[src/rtl/rom_stream_reader_if.sv]
`default_nettype none
// ============================================================================
//  Module      : rom_stream_reader_if
//  Description : Bundle of the command, RAM-side and stream-side signals of
//                rom_stream_reader.
//                  start/baseAddr/count : transfer command (to reader)
//                  busy/done            : transfer status (from reader)
//                  memAddress/memData   : synchronous-read RAM port
//                  dataOut/dataValid/dataReady : valid/ready output stream
//                slave  modport = reader view, master modport = environment
//                view (command source, RAM and stream consumer).
//  Revision    : 1.0 - initial release
// ============================================================================
interface rom_stream_reader_if #(
  parameter int blockLength     = 32,
  parameter int addressBitWidth = 10
);
  logic                       start;
  logic [addressBitWidth-1:0] baseAddr;
  logic [addressBitWidth:0]   count;
  logic                       busy;
  logic                       done;
  logic [addressBitWidth-1:0] memAddress;
  logic [blockLength-1:0]     memData;
  logic [blockLength-1:0]     dataOut;
  logic                       dataValid;
  logic                       dataReady;

  modport slave (
    input  start, baseAddr, count, memData, dataReady,
    output busy, done, memAddress, dataOut, dataValid
  );

  modport master (
    output start, baseAddr, count, memData, dataReady,
    input  busy, done, memAddress, dataOut, dataValid
  );
endinterface
`default_nettype wire

[src/rtl/rom_stream_reader.sv]
`default_nettype none
// ============================================================================
//  Module      : rom_stream_reader
//  Description : Walks a contiguous RAM address window on a start command,
//                captures the 1-cycle-latency read data and presents it as a
//                valid/ready stream through a 2-entry output FIFO.
//  Ports       : clock  - rising-edge clock
//                reset  - synchronous active-high reset
//                bus    - rom_stream_reader_if.slave (command, status, RAM
//                         address/data, output stream)
//  Revision    : 1.0 - initial release
// ============================================================================
module rom_stream_reader #(
  parameter int blockLength     = 32,
  parameter int addressBitWidth = 10
) (
  input  wire logic            clock,
  input  wire logic            reset,
  rom_stream_reader_if.slave   bus
);

  localparam int AW = addressBitWidth;
  localparam int BL = blockLength;

  localparam logic [AW-1:0] c_addr_one = 1;
  localparam logic [AW:0]   c_rem_one  = 1;

  typedef enum logic [1:0] {
    S_IDLE  = 2'd0,
    S_RUN   = 2'd1,
    S_DRAIN = 2'd2
  } state_t;

  state_t          r_state;
  state_t          w_state_next;
  logic [AW-1:0]   r_addr;
  logic [AW:0]     r_remaining;
  logic            r_inflight;
  logic [BL-1:0]   r_buf [2];
  logic            r_wr_ptr;
  logic            r_rd_ptr;
  logic [1:0]      r_occ;
  logic            r_done;
  logic            w_done_next;

  logic            w_pop;
  logic            w_push;
  logic            w_latch;
  logic            w_issue;
  logic            w_drain_done;
  logic [2:0]      w_committed;

  assign w_pop   = (r_occ != 2'd0) && bus.dataReady;
  assign w_push  = r_inflight;
  assign w_latch = (r_state == S_IDLE) && bus.start;

  // Slots already claimed after this edge: buffered beats plus the read in
  // flight, minus the beat leaving now. A new read is issued only if it will
  // still find a free slot when its data arrives, so the FIFO cannot overflow.
  assign w_committed = {1'b0, r_occ} + {2'b00, r_inflight} - {2'b00, w_pop};
  assign w_issue     = (r_state == S_RUN) && (r_remaining != '0) &&
                       (w_committed < 3'd2);

  // Finished once nothing is in flight and the last buffered beat leaves
  // this cycle (or the buffer is already empty), so done follows the final
  // acceptance by exactly one cycle.
  assign w_drain_done = (r_state == S_DRAIN) && !r_inflight &&
                        ((r_occ - {1'b0, w_pop}) == 2'd0);

  always_comb begin
    w_state_next = r_state;
    w_done_next  = 1'b0;
    case (r_state)
      S_IDLE: begin
        if (bus.start) begin
          w_state_next = (bus.count == '0) ? S_DRAIN : S_RUN;
        end
      end
      S_RUN: begin
        if (w_issue && (r_remaining == c_rem_one)) begin
          w_state_next = S_DRAIN;
        end
      end
      S_DRAIN: begin
        if (w_drain_done) begin
          w_state_next = S_IDLE;
          w_done_next  = 1'b1;
        end
      end
      default: w_state_next = S_IDLE;
    endcase
  end

  always_ff @(posedge clock) begin
    if (reset) begin
      r_state     <= S_IDLE;
      r_done      <= 1'b0;
      r_addr      <= '0;
      r_remaining <= '0;
      r_inflight  <= 1'b0;
      r_buf[0]    <= '0;
      r_buf[1]    <= '0;
      r_wr_ptr    <= 1'b0;
      r_rd_ptr    <= 1'b0;
      r_occ       <= 2'd0;
    end else begin
      r_state <= w_state_next;
      r_done  <= w_done_next;

      if (w_latch) begin
        r_addr      <= bus.baseAddr;
        r_remaining <= bus.count;
      end else if (w_issue) begin
        // Natural modulo-2^AW wrap of the address counter is intended.
        r_addr      <= r_addr + c_addr_one;
        r_remaining <= r_remaining - c_rem_one;
      end

      // The RAM sampled r_addr at this edge; its data is valid next cycle.
      r_inflight <= w_issue;

      if (w_push) begin
        r_buf[r_wr_ptr] <= bus.memData;
        r_wr_ptr        <= ~r_wr_ptr;
      end
      if (w_pop) begin
        r_rd_ptr <= ~r_rd_ptr;
      end
      r_occ <= r_occ + {1'b0, w_push} - {1'b0, w_pop};
    end
  end

  assign bus.memAddress = r_addr;
  assign bus.dataOut    = r_buf[r_rd_ptr];
  assign bus.dataValid  = (r_occ != 2'd0);
  assign bus.busy       = (r_state != S_IDLE);
  assign bus.done       = r_done;

endmodule
`default_nettype wire

[src/flat_wrapper.sv]
// flat-port wrapper written by rule: the top's interface ports become plain ports
module rom_stream_reader_flat 
#(
  parameter int blockLength     = 32,
  parameter int addressBitWidth = 10
)
  (clock, reset, bus_start, bus_baseAddr, bus_count, bus_memData, bus_dataReady, bus_busy, bus_done, bus_memAddress, bus_dataOut, bus_dataValid);
  rom_stream_reader_if #(.blockLength(blockLength), .addressBitWidth(addressBitWidth)) bus_i ();
  input  wire logic clock;
  input  wire logic reset;
  input wire logic [$bits(bus_i.start)-1:0] bus_start;
  input wire logic [$bits(bus_i.baseAddr)-1:0] bus_baseAddr;
  input wire logic [$bits(bus_i.count)-1:0] bus_count;
  input wire logic [$bits(bus_i.memData)-1:0] bus_memData;
  input wire logic [$bits(bus_i.dataReady)-1:0] bus_dataReady;
  output wire logic [$bits(bus_i.busy)-1:0] bus_busy;
  output wire logic [$bits(bus_i.done)-1:0] bus_done;
  output wire logic [$bits(bus_i.memAddress)-1:0] bus_memAddress;
  output wire logic [$bits(bus_i.dataOut)-1:0] bus_dataOut;
  output wire logic [$bits(bus_i.dataValid)-1:0] bus_dataValid;
  assign bus_i.start = bus_start;
  assign bus_i.baseAddr = bus_baseAddr;
  assign bus_i.count = bus_count;
  assign bus_i.memData = bus_memData;
  assign bus_i.dataReady = bus_dataReady;
  assign bus_busy = bus_i.busy;
  assign bus_done = bus_i.done;
  assign bus_memAddress = bus_i.memAddress;
  assign bus_dataOut = bus_i.dataOut;
  assign bus_dataValid = bus_i.dataValid;
  rom_stream_reader #(.blockLength(blockLength), .addressBitWidth(addressBitWidth)) u_core (.clock(clock), .reset(reset), .bus(bus_i));
endmodule
[config.mk]
export PLATFORM = sky130hd
export DESIGN_NAME = rom_stream_reader_flat
export DESIGN_NICKNAME = d
export VERILOG_FILES = /design/src/rtl/rom_stream_reader_if.sv /design/src/rtl/rom_stream_reader.sv /design/src/flat_wrapper.sv
export SDC_FILE = /design/constraint.sdc
export NUM_CORES = 1
export LEC_CHECK = 0
export ABC_AREA = 1
export BUFFER_PORTS_ARGS = -buffer_cell sky130_fd_sc_hd__buf_2
export CORE_UTILIZATION = 45
export CTS_CLUSTER_DIAMETER = 50
export CTS_CLUSTER_SIZE = 20
export DETAILED_ROUTE_END_ITERATION = 8
export PLACE_DENSITY = 0.78
export SYNTH_ARGS = -nofsm -noshare
export SYNTH_HDL_FRONTEND = slang
export SYNTH_SLANG_ARGS = --single-unit
[constraint.sdc]
create_clock -name clock -period 3.5 [get_ports clock]
set_input_delay 1.05 -clock clock [delete_from_list [all_inputs] [get_ports clock]]
set_output_delay 1.05 -clock clock [all_outputs]
set_load 0.01 [all_outputs]
---- After elaboration in Yosys (flattened, before gate mapping) ----
Memories as Yosys holds them, arrays and structs flattened. A register that Yosys moved wholly into a read port is not among the register bits.
Cells that the tools add are included.
cells by class
  add/sub/neg operators ................... 7
  $lt $le $gt $ge ......................... 1
  eq/ne operators ......................... 6
  mux-type cells .......................... 20
  bitwise operators ....................... 3
  reduce and logical (&&, ||, !) cells .... 18
operator list
  kind                     number
  $mux W32                 1
  $reduce_or A32 Y1        1
  $mux W11                 2
  $mux W10                 2
  $eq A11 B1 Y1 const B    1
  $logic_not A11 Y1        1
  $reduce_bool A11 Y1      1
  $sub A11 B1 Y11 const B  1
  $add A10 B1 Y10 const B  1
  $mux W1                  10
  $mux W2                  4
  $logic_and A1 B1 Y1      7
  $pmux W2 S3              1
  $reduce_bool A2 Y1       3
  $logic_not A2 Y1         2
  $ne A2 B2 Y1 const B     2
  $sub A2 B1 Y2            2
  $add A2 B1 Y3            1
  $lt A3 B2 Y1 const B     1
  $not A1 Y1               3
  $reduce_and A3 Y1        1
  $sub A3 B1 Y3            1
  $add A2 B1 Y2            1
  $eq A2 B1 Y1 const B     1
  other kinds (4)          4
storage, ports and cells
  register bits ........................... 29
  RAM bits ................................ 64
  bits of input ports ..................... 57
  output and inout port bits .............. 45
  word-level logic and storage cells ...... 64
  memories ................................ 1
memory list
  memory        depth  width  rd ports  clocked after Yosys merged registers in  wr ports  RTL line                 source
  u_core.r_buf  2      32     1         1                                        2         rom_stream_reader.sv:39  logic [BL-1:0] r_buf [2];

---- Depth between registers and ports, before layout ----
  depth after elaboration ................. 8
  gate-level depth with buffers ........... 16
  depth with buffers taken out ............ 16

---- Least setup slack after synthesis ----
No wires, ideal clock.
  path kind ............................... in2reg
  start point ............................. in bus_dataReady
  end point ............................... reg u_core.r_remaining[5]
  setup time .............................. 115 ps
  arrival time ............................ 2820 ps
  required time ........................... 3385 ps
  slack ................................... 566 ps
  stages .................................. 14
  buffers on the path ..................... 1
  cells stage by stage .................... nand2_1 -> inv_1 -> ha_1 -> inv_1 -> ha_1 -> fa_1 -> inv_1 -> nand2_2 -> nor2_4 -> nand2_4 -> nand2_4 -> buf_6 -> nor2_1 -> o21a_1
between the ends
  longest elaborated chain between the ends .. 5
ends and longest elaborated chain
  item                          RTL line                  source
  start, declared               flat_wrapper.sv:15        input wire logic [$bits(bus_i.dataReady)-1:0] bus_dataReady;
  $logic_and A1 B1 Y1           rom_stream_reader.sv:53   assign w_pop = (r_occ != 2'd0) && bus.dataReady;
  via u_core.w_pop              rom_stream_reader.sv:46   logic w_pop;
  $sub A3 B1 Y3                 rom_stream_reader.sv:60   assign w_committed = {1'b0, r_occ} + {2'b00, r_inflight} - {2'b00, w_pop};
  via u_core.w_committed[1]     rom_stream_reader.sv:51   logic [2:0] w_committed;
  $lt A3 B2 Y1                  rom_stream_reader.sv:62   (w_committed < 3'd2);
  $logic_and A1 B1 Y1           rom_stream_reader.sv:61   assign w_issue = (r_state == S_RUN) && (r_remaining != '0) &&
  $reduce_bool A2 Y1 (no line)  n/a
  end signal, assigned          rom_stream_reader.sv:112  r_remaining <= bus.count;
  end signal, assigned          rom_stream_reader.sv:116  r_remaining <= r_remaining - c_rem_one;
  end, declared                 rom_stream_reader.sv:37   logic [AW:0] r_remaining;
The timed path passes the listed nets, and every way through them passes these cells.
A chain may end at the register's enable or synchronous reset.

---- Worst setup path in the final report ----
  start point ............................. in bus_dataReady
  end point ............................... reg u_core.r_addr[5], in the netlist u_core.bus.memAddress[5]
between the ends
  longest elaborated chain between the ends .. 5
ends and longest elaborated chain
  item                          RTL line                  source
  $logic_and A1 B1 Y1           rom_stream_reader.sv:53
  via u_core.w_pop              rom_stream_reader.sv:46
  $sub A3 B1 Y3                 rom_stream_reader.sv:60
  $lt A3 B2 Y1                  rom_stream_reader.sv:62
  $logic_and A1 B1 Y1           rom_stream_reader.sv:61
  $reduce_bool A2 Y1 (no line)  n/a
  end signal, assigned          rom_stream_reader.sv:111  r_addr <= bus.baseAddr;
  end signal, assigned          rom_stream_reader.sv:115  r_addr <= r_addr + c_addr_one;
  end, declared                 rom_stream_reader.sv:36   logic [AW-1:0] r_addr;
The timed path passes the listed nets, and every way through them passes these cells.

==> summary.md <==
| Metric | Value |
|---|---|
| Pin count of the biggest net entering global routing | `34` |
| Core area | `0.00991 mm²` |
| Rows | `36` |
| Yosys reg bits | `94` |
| Count of final setup violators | `0` |
| Critical path's top delay family | `adder cells` |
| CTS tree | `built` |
| First-pass GRT wire length | `16200 µm` |
| CP max FO | `23` |
| CP required | `3.74 ns` |
| Most frequent cells in the layout | `nor2_1 (101), buf_2 (101), nand2_1 (86)` |
| Initial DRT Pass Iterations | `5` |
| Final core occ | `0.551` |
| Die width | `104 µm` |
| Layout fillers | `882` |
| Overall power | `3.34 mW` |
| EDFF count, synth | `64` |
| Root buf cell | `clkbuf_8` |
| Most frequent cell on the critical path | `inv_1` |
| Vias | `3660` |
| Remaining DRCs | `0` |
| Clk sink count | `94` |
| TritonCTS Buffers | `9` |
| Crit path buffers/inverters | `4` |
| Worst slew pin tran | `0.483 ns` |
| Fmax | `338 MHz` |
| Diode count | `0` |
| Worst setup SP type | `input pin` |
| WL met1 | `4220 µm` |
| Avg Cell Area, Syn | `9.21 µm²` |
| ANT nets after route | `0` |
| Max clock buf depth | `2` |
| Final hold vios | `0` |
| Top FF cell, synth | `edfxtp_1` |
| Crit end category | `flip-flop` |
| Die ar. | `0.0108 mm²` |
| Final hold slack | `0.465 ns` |
| Met3 routed WL | `569 µm` |
| Syn Nets | `570` |
| CTS H-tree depth | `3` |
| PD cells | `612 mW/mm²` |
| CP Cell Sequence | `buf_2, nand2_1, inv_1, ha_1, inv_1, ha_1, fa_1, xnor2_1, nor2_4, nand2_4, inv_1, a21boi_0, a21oi_1` |
| Leak Pwr | `2.58 nW` |
| Slowest cell on crit path | `fa_1` |
| Arrival time at the worst endpoint | `3.20 ns` |
| # Post-CTS Setup Buffers | `0` |
| Metal2 WL | `4910 µm` |
| Initial Util | `0.470` |
| GP Congestion | `0.839` |
| Synth top area share | `0.412` |
| Max VDD drop | `0.412 mV` |
| Fin nets | `668` |
| Cells after Synth | `506` |
| Cts repair resizes | `0` |
| DRT iter0 DRCs | `197` |
| Grt total ovfl | `0` |
| Slew Viols, Final | `0` |
| DR vias/cell | `4.94` |
| Max_cap viols | `0` |
| Kind of critical path | `in -> reg` |
| Worst-path clk slew | `0.09 ns` |
| Worst skew pair latency | `0.37 ns` |
| Synth area leader | `edfxtp_1` |
| Post-cts hold buffer count | `0` |
| Asr flop ratio synth | `0` |
| Vias in the first global route | `3476` |
| Hold crit path type | `reg -> reg` |
| Die height | `104 µm` |
| Fin crit period | `2.96 ns` |
| Mapped Area | `0.00466 mm²` |
| Sequential share of the synthesized area | `0.541` |
| I/O pin count | `102` |
| DP HPWL | `6630 µm` |
| Worst rel slew slack | `0.678` |
| Gr usage total | `0.189` |
| Period utilisation layout | `0.845` |
| Top sig layer | `met4` |
| RSZ-0062 raised after global routing | `false` |
| Initial antenna violation count | `0` |
| Layout cell share with drive strength beyond 1 | `0.271` |
| YS warnings | `0` |
| PortBufs | `101` |
| Clk_skew | `0.00924 ns` |
| Status | `finished, final reports clean` |
| Max stage delay on crit path | `0.38 ns` |
| DR WL/cell | `13.2 µm` |
| Distinct cells, synth | `32` |
| Drt total wl | `9800 µm` |
| Sum Neg Setup Slack | `0 ns` |
| Layout area overhead | `17.1%` |
| Area contributors post-synth | `edfxtp_1 (41%), dfxtp_1 (13%), nor2_1 (8.1%)` |
[kinds of logic (layout without fill, tap and decap cells)]
group / count (synthesis) / in the layout / share of synthesized area
AO/OA/AOI/OAI: 34 / 34 / 0.0408
AND/OR/NAND/NOR: 237 / 237 / 0.214
XOR/XNOR: 12 / 12 / 0.0226
adder cells (fa/ha/maj): 7 / 7 / 0.0204
multiplexers: 33 / 33 / 0.0798
flip-flops: 94 / 94 / 0.541
buffers and inverters: 89 / 191 / 0.0808
[sequential cells by signal, indices dropped and copies added, names as in the netlist, named ones only]
signal,cells
u_core.bus.done,1
u_core.r_remaining,11
u_core.r_occ,2
u_core.bus.memAddress,10
u_core.r_rd_ptr,1
u_core.r_state,2
u_core.r_wr_ptr,1
u_core.r_buf,64
u_core.r_inflight,1
[metal layers]
layer  vias up  track usage
li1       1819            -
met1      1714        0.236
met2       117        0.323
met3        10       0.0503
met4         0       0.0520
met5         -            0
[synthesized netlist by cell type (3+ instances only)]
master,number
ha_1,6
edfxtp_1,64
o21ai_0,8
nand4_1,5
dfxtp_1,30
o21a_1,4
buf_6,4
nand2_4,3
nor2_1,101
a21oi_1,17
clkbuf_1,10
nand2_1,86
mux2_2,30
buf_2,5
xor2_1,8
mux2_1,3
nand3_1,34
inv_1,67
xnor2_1,4
[worst paths after layout]
| path | slack, ns | from | cells after the start | to |
|---|---|---|---|---|
| hold / removal | 0.47 | u_core.r_rd_ptr | 1 | u_core.r_rd_ptr |
| setup / recovery | 0.54 | bus_dataReady | 13 | u_core.bus.memAddress[5] |
| setup reg to reg | 0.67 | u_core.r_occ[1] | 13 | u_core.bus.memAddress[5] |
| hold reg to reg | 0.47 | u_core.r_rd_ptr | 1 | u_core.r_rd_ptr |
[power breakdown]
part | internal [mW] | total [mW] | switching [mW] | leakage, nW
Combinational | 0.462 | 1.17 | 0.704 | 1.58
Clock | 0.333 | 0.734 | 0.401 | 0.0936
Sequential | 1.33 | 1.44 | 0.107 | 0.908
[worst register-to-register path, stage by stage (launching register included)]
cell and delay [ns]:
dfxtp_1 0.34, or2_2 0.31, nand2_1 0.08, inv_1 0.08, ha_1 0.29, inv_1 0.04, ha_1 0.18, fa_1 0.38
xnor2_1 0.25, nor2_4 0.07, nand2_4 0.23, inv_1 0.18, a21boi_0 0.19, a21oi_1 0.08
[layout make-up]
class | count | area, µm² | share of cell area
Clock inverter | 6 | 70.1 | 0.0128
Inverter | 69 | 262 | 0.0479
Multi-Input combinational cell | 323 | 1760 | 0.323
Timing Repair Buffer | 107 | 551 | 0.101
Tap cell | 133 | 166 | 0.0305
Sequential cell | 94 | 2520 | 0.462
Clock buffer | 9 | 124 | 0.0227
[stage by stage]
stage	area, µm²	setup slack [ns]	instances
CTS	5460	0.566	741
floorplan	4660	0.566	506
detailed placement	5260	0.162	726
global placement	5260	0.259	726
global route	5460	0.385	741
finish	5460	0.541	741
Power figures use the tool's default switching activity.
